## src/rtl/softplus_sched_pkg.sv

```systemverilog
// rtl/softplus_sched_pkg.sv - shared types, constants and round-robin pick helper for softplus_sched
package softplus_sched_pkg;

  localparam int FP16_W   = 16;
  localparam int NREQ_MAX = 16;
  localparam int ID_MAX_W = $clog2(NREQ_MAX);

  // Tag that travels alongside an operand through the softplus pipeline
  typedef struct packed {
    logic                v;
    logic [ID_MAX_W-1:0] id;
  } sp_tag_t;

  typedef struct packed {
    logic                found;
    logic [ID_MAX_W-1:0] idx;
  } rr_pick_t;

  // First set bit at or after ptr, wrapping. Lanes above the real requester
  // count are tied low, so wrapping over NREQ_MAX equals wrapping over NREQ.
  function automatic rr_pick_t rr_pick(input logic [NREQ_MAX-1:0] valid,
                                       input logic [ID_MAX_W-1:0] ptr);
    rr_pick_t            r;
    logic [ID_MAX_W-1:0] k;
    r = '0;
    // Walk from the farthest offset down so the nearest one is kept last
    for (int i = NREQ_MAX - 1; i >= 0; i--) begin
      k = ptr + ID_MAX_W'(i);
      if (valid[k]) begin
        r.found = 1'b1;
        r.idx   = k;
      end
    end
    return r;
  endfunction

endpackage

```

## src/rtl/softplus_sched_fifo.sv

```systemverilog
// rtl/softplus_sched_fifo.sv - first-word-fall-through result FIFO (sp_result_fifo)
module sp_result_fifo #(
  parameter  int W     = 18,
  parameter  int DEPTH = 32,
  localparam int AW    = (DEPTH > 1) ? $clog2(DEPTH) : 1,
  localparam int CW    = $clog2(DEPTH + 1)
) (
  input  logic          clk,
  input  logic          rst,
  input  logic          push_i,
  input  logic [W-1:0]  din_i,
  input  logic          pop_i,
  output logic [W-1:0]  dout_o,
  output logic          full_o,
  output logic          empty_o,
  output logic [CW-1:0] count_o
);

  logic [W-1:0]  mem_q [DEPTH];
  logic [AW-1:0] wr_q, rd_q;
  logic [CW-1:0] cnt_q;
  logic          do_push, do_pop;

  function automatic logic [AW-1:0] ptr_inc(input logic [AW-1:0] p);
    return (p == AW'(DEPTH - 1)) ? '0 : p + 1'b1;
  endfunction

  assign empty_o = (cnt_q == '0);
  assign full_o  = (cnt_q == CW'(DEPTH));
  assign count_o = cnt_q;
  // A pop frees the slot a same-cycle push needs, so push at full is fine then
  assign do_pop  = pop_i && !empty_o;
  assign do_push = push_i && (!full_o || do_pop);
  // Output reads zero while empty so the stream data is clean after reset
  assign dout_o  = empty_o ? '0 : mem_q[rd_q];

  // Storage array, no reset needed since reads are masked while empty
  always_ff @(posedge clk) begin
    if (do_push) mem_q[wr_q] <= din_i;
  end

  // Pointer and occupancy bookkeeping
  always_ff @(posedge clk or posedge rst) begin
    if (rst) begin
      wr_q  <= '0;
      rd_q  <= '0;
      cnt_q <= '0;
    end else begin
      if (do_push) wr_q <= ptr_inc(wr_q);
      if (do_pop)  rd_q <= ptr_inc(rd_q);
      cnt_q <= cnt_q + CW'(do_push) - CW'(do_pop);
    end
  end

endmodule

```

## src/rtl/softplus_sched.sv

```systemverilog
// rtl/softplus_sched.sv - round-robin share of one softplus16 pipe; SOFTPLUS_SCHED_PERF_EN adds perf counters
module softplus_sched
  import softplus_sched_pkg::*;
#(
  parameter int NREQ  = 4,
  parameter int LAT   = 24,
  parameter int DEPTH = 32,
  parameter int ID_W  = $clog2(NREQ)
) (
  input  logic                 clk,
  input  logic                 rst,
  input  logic [NREQ-1:0]      req_valid_i,
  input  logic [NREQ*16-1:0]   req_data_i,
  output logic [NREQ-1:0]      req_ready_o,
  output logic                 sp_valid_o,
  output logic [15:0]          sp_x_o,
  input  logic                 sp_valid_i,
  input  logic [15:0]          sp_y_i,
  output logic                 rsp_valid_o,
  output logic [15:0]          rsp_data_o,
  output logic [ID_W-1:0]      rsp_id_o,
  input  logic                 rsp_ready_i,
`ifdef SOFTPLUS_SCHED_PERF_EN
  output logic [31:0]          perf_issue_o,
  output logic [31:0]          perf_stall_o,
`endif
  output logic                 err_o
);

  localparam int CW = $clog2(DEPTH + 1);
  localparam int FW = ID_W + FP16_W;

  rr_pick_t            pick;
  logic [ID_W-1:0]     g;
  logic [ID_W-1:0]     ptr_q, ptr_d;
  logic [CW-1:0]       credit_q, credit_d;
  logic                can_issue, accept, push, pop, drop;
  logic [FP16_W-1:0]   sel_x;
  logic                sp_valid_q;
  logic [FP16_W-1:0]   sp_x_q;
  sp_tag_t             tag_q;
  sp_tag_t             pipe_q [LAT];
  sp_tag_t             tag_out;
  logic                err_q;
  logic [FW-1:0]       fifo_dout;
  logic                fifo_full, fifo_empty;
  logic [CW-1:0]       fifo_count;
  logic                unused_sig;

  // Arbitration: grant, accept, operand select and pointer advance
  always_comb begin
    pick      = rr_pick(NREQ_MAX'(req_valid_i), ID_MAX_W'(ptr_q));
    g         = pick.idx[ID_W-1:0];
    can_issue = (credit_q < CW'(DEPTH));
    // Ready is held low during reset so nothing is taken while state is cleared
    accept    = pick.found && can_issue && !rst;
    req_ready_o = '0;
    if (accept) req_ready_o[g] = 1'b1;
    sel_x = req_data_i[int'(g)*FP16_W +: FP16_W];
    ptr_d = ptr_q;
    if (accept) ptr_d = (g == ID_W'(NREQ - 1)) ? '0 : g + 1'b1;
  end

  assign tag_out = pipe_q[LAT-1];
  assign push    = sp_valid_i && tag_out.v;
  // A tag whose result never came back still owns a credit; give it back now
  assign drop    = tag_out.v && !sp_valid_i;
  assign pop     = rsp_valid_o && rsp_ready_i;

  // Credit = operands in the pipe plus results waiting in the FIFO
  always_comb begin
    credit_d = credit_q + CW'(accept) - CW'(pop) - CW'(drop);
  end

  // Pointer, credit, issue register and sticky error
  always_ff @(posedge clk or posedge rst) begin
    if (rst) begin
      ptr_q      <= '0;
      credit_q   <= '0;
      sp_valid_q <= 1'b0;
      sp_x_q     <= '0;
      tag_q      <= '0;
      err_q      <= 1'b0;
    end else begin
      ptr_q      <= ptr_d;
      credit_q   <= credit_d;
      sp_valid_q <= accept;
      tag_q.v    <= accept;
      if (accept) begin
        sp_x_q   <= sel_x;
        tag_q.id <= ID_MAX_W'(g);
      end
      if (sp_valid_i != tag_out.v) err_q <= 1'b1;
    end
  end

  // Tag delay line matched to the softplus16 latency
  always_ff @(posedge clk or posedge rst) begin
    if (rst) begin
      for (int i = 0; i < LAT; i++) pipe_q[i] <= '0;
    end else begin
      pipe_q[0] <= tag_q;
      for (int i = 1; i < LAT; i++) pipe_q[i] <= pipe_q[i-1];
    end
  end

  sp_result_fifo #(
    .W     (FW),
    .DEPTH (DEPTH)
  ) u_fifo (
    .clk     (clk),
    .rst     (rst),
    .push_i  (push),
    .din_i   ({tag_out.id[ID_W-1:0], sp_y_i}),
    .pop_i   (rsp_ready_i),
    .dout_o  (fifo_dout),
    .full_o  (fifo_full),
    .empty_o (fifo_empty),
    .count_o (fifo_count)
  );

  assign sp_valid_o  = sp_valid_q;
  assign sp_x_o      = sp_x_q;
  assign rsp_valid_o = !fifo_empty;
  assign rsp_data_o  = fifo_dout[FP16_W-1:0];
  assign rsp_id_o    = fifo_dout[FW-1:FP16_W];
  assign err_o       = err_q;
  assign unused_sig  = ^{fifo_count, fifo_full, tag_out.id, pick.idx};

`ifdef SOFTPLUS_SCHED_PERF_EN
  logic [31:0] perf_issue_q, perf_stall_q;

  // Saturating accept and credit-stall counters
  always_ff @(posedge clk or posedge rst) begin
    if (rst) begin
      perf_issue_q <= '0;
      perf_stall_q <= '0;
    end else begin
      if (accept && (perf_issue_q != '1)) perf_issue_q <= perf_issue_q + 1'b1;
      if ((|req_valid_i) && !can_issue && (perf_stall_q != '1))
        perf_stall_q <= perf_stall_q + 1'b1;
    end
  end

  assign perf_issue_o = perf_issue_q;
  assign perf_stall_o = perf_stall_q;
`endif

endmodule
```

## config.mk

```make
export PLATFORM = sky130hd
export DESIGN_NAME = softplus_sched
export DESIGN_NICKNAME = d
export VERILOG_FILES = /design/src/rtl/softplus_sched_pkg.sv /design/src/rtl/softplus_sched_fifo.sv /design/src/rtl/softplus_sched.sv
export SDC_FILE = /design/constraint.sdc
export NUM_CORES = 1
export LEC_CHECK = 0
export CORE_UTILIZATION = 25
export CTS_CLUSTER_SIZE = 30
export DETAILED_ROUTE_END_ITERATION = 6
export PLACE_DENSITY = 0.49
export SYNTH_ARGS = -nofsm -noshare
export SYNTH_HDL_FRONTEND = slang
export SYNTH_SLANG_ARGS = --single-unit
```

## constraint.sdc

```tcl
create_clock -name clk -period 5.45 [get_ports clk]
set_clock_uncertainty 0.1 [all_clocks]
set_input_delay 0.545 -clock clk [delete_from_list [all_inputs] [get_ports clk]]
set_output_delay 0.545 -clock clk [all_outputs]
set_load 0.02 [all_outputs]
```

==> results of run 1 <==
==> where the power goes <==
| part | leakage, nW | total [mW] | switching, mW | internal [mW] |
|---|---|---|---|---|
| logic | 2.94 | 4.40 | 2.31 | 2.09 |
| clock network | 1.26 | 5.33 | 2.15 | 3.17 |
| registers | 6.63 | 6.77 | 0.545 | 6.22 |
==> final cells by class <==
type | count | area, um2
inverters | 35 | 134
flip-flops and latches | 692 | 20200
multi-input cells | 465 | 6220
well taps | 1391 | 1740
repair buffers | 173 | 1650
fillers | 10220 | 73100
clock buffers | 88 | 1990
clock inverters | 49 | 623
==> worst reg2reg max path, stage by stage (launching register included) <==
cell,delay [ps]
dfrtp_1,360
inv_1,70
ha_1,190
nor3b_1,140
and2_1,480
inv_2,190
nand2_1,280
inv_2,200
o21ai_1,170
inv_2,190
nand2_1,360
nor2_2,1140
==> per-layer routing <==
layer / part of all wire, % / vias to the layer above / GRT usage (%)
li1: - / 5473 / -
met1: 47 / 6927 / 17.5
met2: 44 / 406 / 17.6
met3: 7.5 / 93 / 3.80
met4: 1.7 / 8 / 2.94
met5: 0.075 / - / 0
==> synthesized netlist by cell type (all sizes together), types with 4 or more instances <==
cell type / instances
xnor2: 6
inv: 35
mux2: 4
nor2: 58
nand2: 41
ha: 30
mux4: 181
or3: 4
clkbuf: 31
mux2i: 52
o21ai: 14
and2: 6
edfxtp: 576
a21o: 4
o221ai: 16
buf: 29
dfrtp: 116
a21oi: 7
==> cells by family after synthesis <==
| kind of cell | share of synthesized area, % |
|---|---|
| buf+inv | 1.69 |
| xor+xnor | 0.262 |
| simple gates | 2.22 |
| fa+ha+maj | 1.63 |
| mux | 17.3 |
| flops | 75.4 |
| compound gates | 1.48 |
==> state kept, by name (all words and copies together), names as in the netlist <==
register	count
tag_q	3
err_o	1
u_fifo.count_o	6
sp_x_o	16
u_fifo.rd_q	5
ptr_q	2
u_fifo.mem_q	576
credit_q	6
pipe_q	72
u_fifo.wr_q	5
==> worst min-delay path by stage <==
stage                     slack (ps)                  start                    end  cells after the start
after floorplan                  230    pipe_q[5]$_DFF_PP0_    pipe_q[0]$_DFF_PP0_                      0
after global placement           230  pipe_q[111]$_DFF_PP0_  pipe_q[106]$_DFF_PP0_                      0
after detailed placement         230    pipe_q[5]$_DFF_PP0_    pipe_q[0]$_DFF_PP0_                      0
after CTS                        250   pipe_q[10]$_DFF_PP0_    pipe_q[5]$_DFF_PP0_                      0
after global routing             250   pipe_q[24]$_DFF_PP0_   pipe_q[19]$_DFF_PP0_                      0
final                            240   pipe_q[10]$_DFF_PP0_    pipe_q[5]$_DFF_PP0_                      0
==> results by group, run 1 <==
Routing
  – Antenna Nets Post-Route: 0
  – Drt first pass iters: 7
  – Vias post-DR: 12907
  – Drt drc: 5
  – Routed vias/inst: 4.46
  – Initial DRC Count: around 1200
  – Final WL: 65300 um
  – Average wire per standard cell: roughly 23 um

Setup path
  – Setup CP Type: reg2out
  – R2R depth: 11
  – Reg2Reg Capture Point: u_fifo.mem_q[1][5]$_DFFE_PP_
  – Startpoint types: register
  – Req. time, crit path: 4810 ps
  – RR Startpoint: u_fifo.count_o[2]$_DFF_PP0_
  – Crit path depth: 10
  – Critical path endpoint: req_ready_o[0]
  – R2R Setup Slk: 1180 ps
  – Setup crit end kind: primary output
  – CP Buf/Inv Count: 3
  – CP max stage cell: or3_2
  – Max stage delay on crit path: 720 ps
  – CP Max Fanout: 15
  – Worst Setup SP: ptr_q[0]$_DFFE_PP0P_
  – Critical Path AT: 4400 ps
  – Critical path's top delay family: buffers and inverters
  – Worst path cell trace: inv_1 -> ha_1 -> mux2_2 -> o32ai_2 -> a2111oi_0 -> or3_2 -> inv_1 -> ha_1 -> and2_1 -> clkdlybuf4s50_1

Layout
  – Antenna cells: 0
  – Commonest non-fill, non-tap cells in the layout: edfxtp_1, mux4_2, clkdlybuf4s50_1, dfrtp_1, clkbuf_16
  – Area growth syn-to-layout: 21.6%
  – Final cell count without fillers: 2893
  – Nets: 1562
  – Post-route cell area: 32600 um2
  – Most common library cell in the layout ignoring fill and taps: edfxtp_1
  – Core Util, Final: 30.8%
  – Layout cells sized above 1: 26.4%

Clock network
  – Max Root-Sink Buffers: 3
  – CTS tree: yes
  – TritonCTS Buffers: 74
  – Setup Fix Bufs, Post-CTS: 0
  – Hold Buf Count CTS: 0
  – Clock slew at reported path FFs: 60 ps
  – CTS root buffer: clkbuf_16
  – Post_cts resized: 0
  – Clock sinks: 692
  – Clock latency on the worst-skew pair: about 620 ps
  – CTS H-tree lvls: 3

STA
  – Fmax: 198 MHz
  – Final setup violation count: 0
  – Slew HR: 9.97%
  – Hold Vio Cnt, Final: 0
  – Crit path time final: ~5000 ps
  – Crit share post-route: 92.5%
  – Fin worst setup slack: 406 ps
  – Setup tns final: 0 ps
  – Unrepaired setup endpoints after global routing: false
  – Slew @ Worst Pin: 1350 ps
  – Fin. max-slew vios: 0
  – Worst hold margin: 238 ps

Placed design
  – Place WS: 1110 ps
  – Cell Count Post-Placement: 2756
  – Hpwl dp: 39900 um
  – Placed Area: between 20000 and 30000 um2
  – Gpl congestion: 0.743
  – I/O Buffers: around 130

Floorplanning
  – Io pins: 129
  – Die Y: ~330 um
  – Initial Utilization: 25.3%
  – Die area: between 100000 and 150000 um2
  – Die width: 329 um
  – CORE AREA: roughly 110000 um2
  – Row cnt: 119

Global routing
  – Initial antenna violation count: 8
  – First-pass GRT wire length: 95300 um
  – Gr ovfl total: 0
  – Gr usage total: 12.1%
  – Pin count of the biggest net entering global routing: 60
  – Vias in the first global route: 13443

Synthesis
  – Post-synthesis cell count: between 1000 and 1500
  – Sequential share of the synthesized area: 75.4%
  – Number of synthesized flops with an enable pin: 576
  – Yosys cell types: 51
  – Dominant synthesized flop cell: edfxtp_1
  – Asr flop ratio synth: 16.8%
  – Mapped cell area: approximately 27000 um2
  – Syn Nets: 1373
  – Post-Syn Area per Cell: ~21 um2
  – Ys Warns: 0
  – Synth Register Bits: 692
  – Post-synth top area share: between 60% and 70%
  – Biggest area consumer among synthesized cells: edfxtp_1
  – Largest cells by area after synthesis: edfxtp_1, mux4_2, dfrtp_1

Status
  – Failing checks: DRC
  – Outcome: complete, but fails checks

Power
  – Pleak: 10.8 nW
  – Power Total: 16.5 mW
  – Pwr/cell area: 506 nW/um2
  – Max IR drop VDD: 0.000317 V

Job
  – Max Cap Violations: 0

Worst hold path
  – Min-Delay Path Class: reg2reg
No activity file was read; power rests on OpenSTA's default activity.
==> inputs of run 2 (changes only) <==
--- a/config.mk
+++ b/config.mk
@@ -8,7 +8,9 @@
 export CORE_UTILIZATION = 25
 export CTS_CLUSTER_SIZE = 30
 export DETAILED_ROUTE_END_ITERATION = 6
+export MAX_ROUTING_LAYER = met4
 export PLACE_DENSITY = 0.49
+export SLEW_MARGIN = 25
 export SYNTH_ARGS = -nofsm -noshare
 export SYNTH_HDL_FRONTEND = slang
 export SYNTH_SLANG_ARGS = --single-unit
==> constraint.sdc (replaced) <==
create_clock -name clk -period 4.8 [get_ports clk]
set_clock_uncertainty 0.1 [all_clocks]
set_input_delay 0.48 -clock clk [delete_from_list [all_inputs] [get_ports clk]]
set_output_delay 0.48 -clock clk [all_outputs]
set_load 0.02 [all_outputs]
==> results by group, run 2 (synthesis gave the netlist of run 1 again) <==
Global routing
  – Gr usage total: between 10% and 20%
  – First-pass GRT wire length: 95200 um
  – Vias in the first global route: 13867
  – Gr ovfl total: 0
  – Pin count of the biggest net entering global routing: 67
  – Initial antenna violation count: 3

Setup path
  – Critical path's top delay family: buffers and inverters
  – Critical Path AT: 4010 ps
  – Req. time, crit path: 4220 ps
  – Crit path depth: 10
  – R2R Setup Slk: between 1000 and 1500 ps
  – CP Max Fanout: 15
  – RR Startpoint: u_fifo.count_o[2]$_DFF_PP0_
  – Max stage delay on crit path: roughly 540 ps
  – Worst path cell trace: inv_1 -> ha_1 -> mux2_2 -> o32ai_2 -> a2111oi_1 -> or3_4 -> inv_1 -> ha_1 -> and2_1 -> clkdlybuf4s50_1
  – Setup crit end kind: primary output
  – Startpoint types: register
  – CP Buf/Inv Count: 3
  – R2R depth: 11
  – Setup CP Type: reg2out
  – Reg2Reg Capture Point: u_fifo.mem_q[15][12]$_DFFE_PP_
  – CP max stage cell: clkdlybuf4s50_1

Routing
  – Vias post-DR: 12814
  – Initial DRC Count: 1014
  – Drt drc: 5
  – Average wire per standard cell: ~22 um
  – Antenna Nets Post-Route: 0
  – Drt first pass iters: 7
  – Routed vias/inst: roughly 4.4
  – Final WL: 64500 um

STA
  – Fin. max-slew vios: 0
  – Hold Vio Cnt, Final: 0
  – Crit share post-route: 95.7%
  – Slew HR: 33.4%
  – Final setup violation count: 0
  – Slew @ Worst Pin: 995 ps
  – Crit path time final: 4590 ps
  – Fmax: roughly 220 MHz

Power
  – Pleak: 10.7 nW
  – Pwr/cell area: ~560 nW/um2
  – NetSw: ~5.3 mW
  – Comb power frac: 26.8%
  – Clock power frac: 31.3%
  – Reg power frac: 41.9%
  – Max IR drop VDD: about 0.00042 V
  – Internal power: 12.8 mW
  – Switch share: a little under 30%

Placed design
  – I/O Buffers: 128
  – Cell Count Post-Placement: 2747
  – Gpl congestion: 0.734
  – Placed Area: 30100 um2
  – Hpwl dp: 36900 um

Layout
  – Largest Register: u_fifo.mem_q
  – Area growth syn-to-layout: 21.1%
  – Commonest non-fill, non-tap cells in the layout: edfxtp_1, mux4_2, clkdlybuf4s50_1, dfrtp_1, clkbuf_16
  – Post-route cell area: about 32000 um2
  – Largest register FFs: roughly 580
  – Most common library cell in the layout ignoring fill and taps: edfxtp_1
  – Final cell count without fillers: 2884
  – Fillers: 10208
  – Nets: 1552
  – Layout cells sized above 1: a little over a quarter

Floorplanning
  – CORE AREA: between 100000 and 150000 um2
  – Die area: 108000 um2
  – Row cnt: about 120
  – Die Y: 329 um
  – Die width: 329 um
  – Initial Utilization: roughly 25%
  – Io pins: 129

Clock network
  – Max Root-Sink Buffers: 3
  – CTS root buffer: clkbuf_16
  – TritonCTS Buffers: 73
  – CTS tree: yes
  – Setup Fix Bufs, Post-CTS: 0
  – CTS H-tree lvls: 3
  – Clock sinks: 692
  – Clock latency on the worst-skew pair: 610 ps
  – Clock slew at reported path FFs: 60 ps

Worst hold path
  – Hold path cells: 0
  – Hold Startpoint: pipe_q[81]$_DFF_PP0_
  – Min-Delay Path Class: reg2reg
  – Hold EP: pipe_q[76]$_DFF_PP0_

Status
  – Failing checks: DRC
  – Outcome: complete, but fails checks

Job
  – Max Cap Violations: 0
run 2: cell types whose count changed in the layout (fill, tap and decap cells not counted), sizes merged:
cell           previous run  this run
clkinvlp                  5         2
diode                     0         2
clkdlybuf4s50           127       116
clkinv                   28        24
buf                      46        48
bufinv                   11         7
clkbuf                   88        98
inv                      40        39
run 2: layer usage:
layer	part of all wire, %	track usage, %	wire length (um)
met2	48	19.6	31300
met1	45	16.6	29200
met5	0	-	0
met4	1.3	2.60	852
met3	5.0	2.58	3200
run 2: final cells by class:
| cell class | instances | area [um2] | share of cell area (%) |
|---|---|---|---|
| diodes | 2 | 5.00 | 0.0154 |
| repair buffers | 164 | 1590 | 4.91 |
| clock buffers | 98 | 1980 | 6.11 |
| multi-input cells | 465 | 6370 | 19.6 |
| inverters | 35 | 134 | 0.413 |
| well taps | 1391 | 1740 | 5.37 |
| clock inverters | 37 | 402 | 1.24 |
| flip-flops and latches | 692 | 20200 | 62.3 |
run 2: stage by stage:
step	util [%]	hold WS [ps]	power (mW)	setup TNS, ps	worst slack (ps)
2_1_floorplan	-	231	10.8	0	1150
3_3_place_gp	28.5	232	12.6	0	647
3_5_place_dp	28.4	235	12.6	0	496
4_1_cts	30.7	248	18.3	0	156
5_1_grt	30.7	252	18.9	-18.3	-18.3
6_report	30.7	245	18.1	0	206
run 2: worst reg2reg max path, stage by stage (launching register included):
cell and delay (ps):
dfrtp_1 340, inv_1 60, ha_1 180, nor3b_1 140, and2_1 180, inv_2 60
nand2_1 230, inv_2 180, o21ai_1 170, inv_2 180, nand2_1 450, nor2_4 940
run 2: worst max-delay path by stage:
stage	from	endpoint
finish	ptr_q[0]$_DFFE_PP0P_	req_ready_o[0]
global route	ptr_q[0]$_DFFE_PP0P_	req_ready_o[3]
CTS	ptr_q[0]$_DFFE_PP0P_	req_ready_o[3]
detailed placement	ptr_q[0]$_DFFE_PP0P_	req_ready_o[0]
global placement	ptr_q[0]$_DFFE_PP0P_	req_ready_o[0]
floorplan	rst	credit_q[0]$_DFF_PP0_
run 2: timing repair:
action                                 in CTS  in global routing
setup endpoints to repair                   4                  4
gates cloned                                0                  0
hold buffers                                0                  0
endpoints found under the hold margin       0                  0
resized for setup                           2                  3
run 2: power by group through the flow:
stage | registers [mW] | clock network, mW | logic (mW)
5_1_grt | 7.65 | 6.02 | 5.25
6_report | 7.57 | 5.66 | 4.85
2_1_floorplan | 7.44 | 0 | 3.40
4_1_cts | 7.59 | 5.79 | 4.93
3_3_place_gp | 7.69 | 0 | 4.87
3_5_place_dp | 7.71 | 0 | 4.90
==> inputs of run 3 (changes only) <==
--- a/config.mk
+++ b/config.mk
@@ -9,7 +9,7 @@
 export CTS_CLUSTER_SIZE = 30
 export DETAILED_ROUTE_END_ITERATION = 6
 export MAX_ROUTING_LAYER = met4
-export PLACE_DENSITY = 0.49
+export PLACE_DENSITY = 0.43
 export SLEW_MARGIN = 25
 export SYNTH_ARGS = -nofsm -noshare
 export SYNTH_HDL_FRONTEND = slang
==> results by group, run 3 (synthesis gave the netlist of run 1 again) <==
Status
  – Outcome: complete, but fails checks
  – Failing checks: DRC

Layout
  – Most common library cell in the layout ignoring fill and taps: edfxtp_1
  – Fillers: 10243
  – Commonest non-fill, non-tap cells in the layout: edfxtp_1, mux4_2, clkdlybuf4s50_1, dfrtp_1, clkbuf_16
  – Core Util, Final: 30.8%
  – Largest register FFs: 576
  – Final cell count without fillers: 2916
  – Area growth syn-to-layout: 21.7%
  – Layout cells sized above 1: 28.3%
  – Nets: 1583
  – Largest Register: u_fifo.mem_q

Clock network
  – Max Root-Sink Buffers: 3
  – Clock latency on the worst-skew pair: roughly 620 ps
  – Clock slew at reported path FFs: 60 ps
  – CTS H-tree lvls: 3
  – TritonCTS Buffers: 75
  – Hold Buf Count CTS: 0
  – CTS tree: yes
  – Clock sinks: 692
  – CTS root buffer: clkbuf_16

Global routing
  – Gr ovfl total: 0
  – Vias in the first global route: roughly 14000
  – Pin count of the biggest net entering global routing: 63
  – Gr usage total: 13.1%
  – Initial antenna violation count: 4
  – First-pass GRT wire length: 98400 um

Routing
  – Drt first pass iters: 7
  – Drt drc: 5
  – Antenna Nets Post-Route: 0
  – Initial DRC Count: 960
  – Final WL: between 60000 and 70000 um
  – Average wire per standard cell: 23.3 um
  – Routed vias/inst: between 4 and 5
  – Vias post-DR: 12914

Floorplanning
  – Die width: 329 um
  – Die Y: 329 um
  – Die area: 108000 um2
  – Io pins: roughly 130
  – Initial Utilization: between 20% and 30%
  – CORE AREA: 106000 um2
  – Row cnt: about 120

Setup path
  – RR Startpoint: u_fifo.count_o[2]$_DFF_PP0_
  – Max stage delay on crit path: roughly 530 ps
  – Crit path top cell by count: inv_1
  – CP max stage cell: clkdlybuf4s50_1
  – Setup crit end kind: primary output
  – Startpoint types: register
  – CP Max Fanout: 7
  – Worst path cell trace: inv_1 -> ha_2 -> mux2_2 -> a222oi_1 -> o21ai_1 -> o31ai_2 -> or2_2 -> inv_1 -> ha_1 -> and2_1 -> clkdlybuf4s50_1
  – Critical Path AT: 3960 ps
  – Req. time, crit path: approximately 4200 ps
  – Reg2Reg Capture Point: u_fifo.mem_q[15][5]$_DFFE_PP_
  – Setup CP Type: reg2out
  – R2R Setup Slk: approximately 1100 ps
  – R2R depth: 12

Placed design
  – Hpwl dp: 39500 um
  – Cell Count Post-Placement: approximately 2800
  – Place WS: ~650 ps
  – Gpl congestion: 0.737
  – I/O Buffers: roughly 130

STA
  – Hold Vio Cnt, Final: 0
  – Worst hold margin: around 250 ps
  – Fin. max-slew vios: 0
  – Crit path time final: 4540 ps
  – Final setup violation count: 0
  – Setup tns final: 0 ps
  – Fin worst setup slack: 259 ps
  – Slew @ Worst Pin: 1000 ps
  – Slew HR: 33.2%
  – Fmax: 220 MHz
  – Crit share post-route: 94.6%
  – Unrepaired setup endpoints after global routing: false

Power
  – Max IR drop VDD: between 0.0002 and 0.0003 V
  – Pleak: about 11 nW
  – Pwr/cell area: 559 nW/um2

Worst hold path
  – Hold path cells: 0
  – Hold EP: pipe_q[51]$_DFF_PP0_
  – Min-Delay Path Class: reg2reg
  – Hold Startpoint: pipe_q[56]$_DFF_PP0_

Job
  – Max Cap Violations: 0
## run 3: changes by cell type in the layout (fill, tap and decap cells not counted), sizes merged
cell           before  now
buf                48   80
clkinv             24   34
clkbuf             98   92
clkdlybuf4s50     116  113
clkinvlp            2    0
diode               2    3
## run 3: through the flow
step	cell area, um2	power, mW
global route	32600	19.1
floorplan	26800	10.8
finish	32600	18.2
detailed placement	30200	12.6
CTS	32600	18.5
global placement	30200	12.6
## run 3: how the worst max path moves through the flow
| stage | cells past startpoint | from | to |
|---|---|---|---|
| after floorplan | 1 | rst | credit_q[0]$_DFF_PP0_ |
| after global placement | 11 | ptr_q[0]$_DFFE_PP0P_ | req_ready_o[3] |
| after detailed placement | 11 | ptr_q[0]$_DFFE_PP0P_ | req_ready_o[3] |
| after CTS | 6 | u_fifo.rd_q[0]$_DFFE_PP0P_ | rsp_data_o[8] |
| after global routing | 11 | ptr_q[1]$_DFFE_PP0P_ | req_ready_o[3] |
| final | 11 | ptr_q[1]$_DFFE_PP0P_ | req_ready_o[3] |
## run 3: cell type report
type	count	area, um2	area share [%]
flip-flops and latches	692	20200	62.0
multi-input cells	465	6240	19.1
repair buffers	193	1790	5.50
diodes	3	7.51	0.0230
clock buffers	92	2050	6.27
clock inverters	45	425	1.30
inverters	35	134	0.411
well taps	1391	1740	5.34
## run 3: power by group
group | internal [mW] | leakage (nW) | switching [mW]
clock network | 3.42 | 1.22 | 2.37
registers | 7.07 | 6.63 | 0.586
logic | 2.40 | 3.07 | 2.39
total | 12.9 | 10.9 | 5.35
## run 3: metal layers
| layer | up-vias | wire [um] | part of all wire [%] | track usage, % |
|---|---|---|---|---|
| met3 | 118 | 3750 | 5.5 | 2.91 |
| met4 | 0 | 1600 | 2.4 | 3.64 |
| met5 | - | 0 | 0 | - |
| met2 | 374 | 32300 | 47 | 20.4 |
| met1 | 6902 | 30400 | 45 | 17.1 |
| li1 | 5520 | - | - | - |
## run 3: critical path: cells and delay by family, from the launching register on
| family | cells | cell delay, ps |
|---|---|---|
| buffers and inverters | 3 | 770 |
| AOI/OAI and AO/OA | 3 | 750 |
| adders and majority gates | 2 | 620 |
| DFF | 1 | 450 |
| muxes | 1 | 400 |
| and+or+nand+nor | 2 | 340 |
## run 3: what timing repair did
| item | CTS | global route |
|---|---|---|
| pin swaps | 0 | 0 |
| endpoints found under the setup margin | 2 | 8 |
| setup buffers | 0 | 1 |
| resized for setup | 1 | 3 |
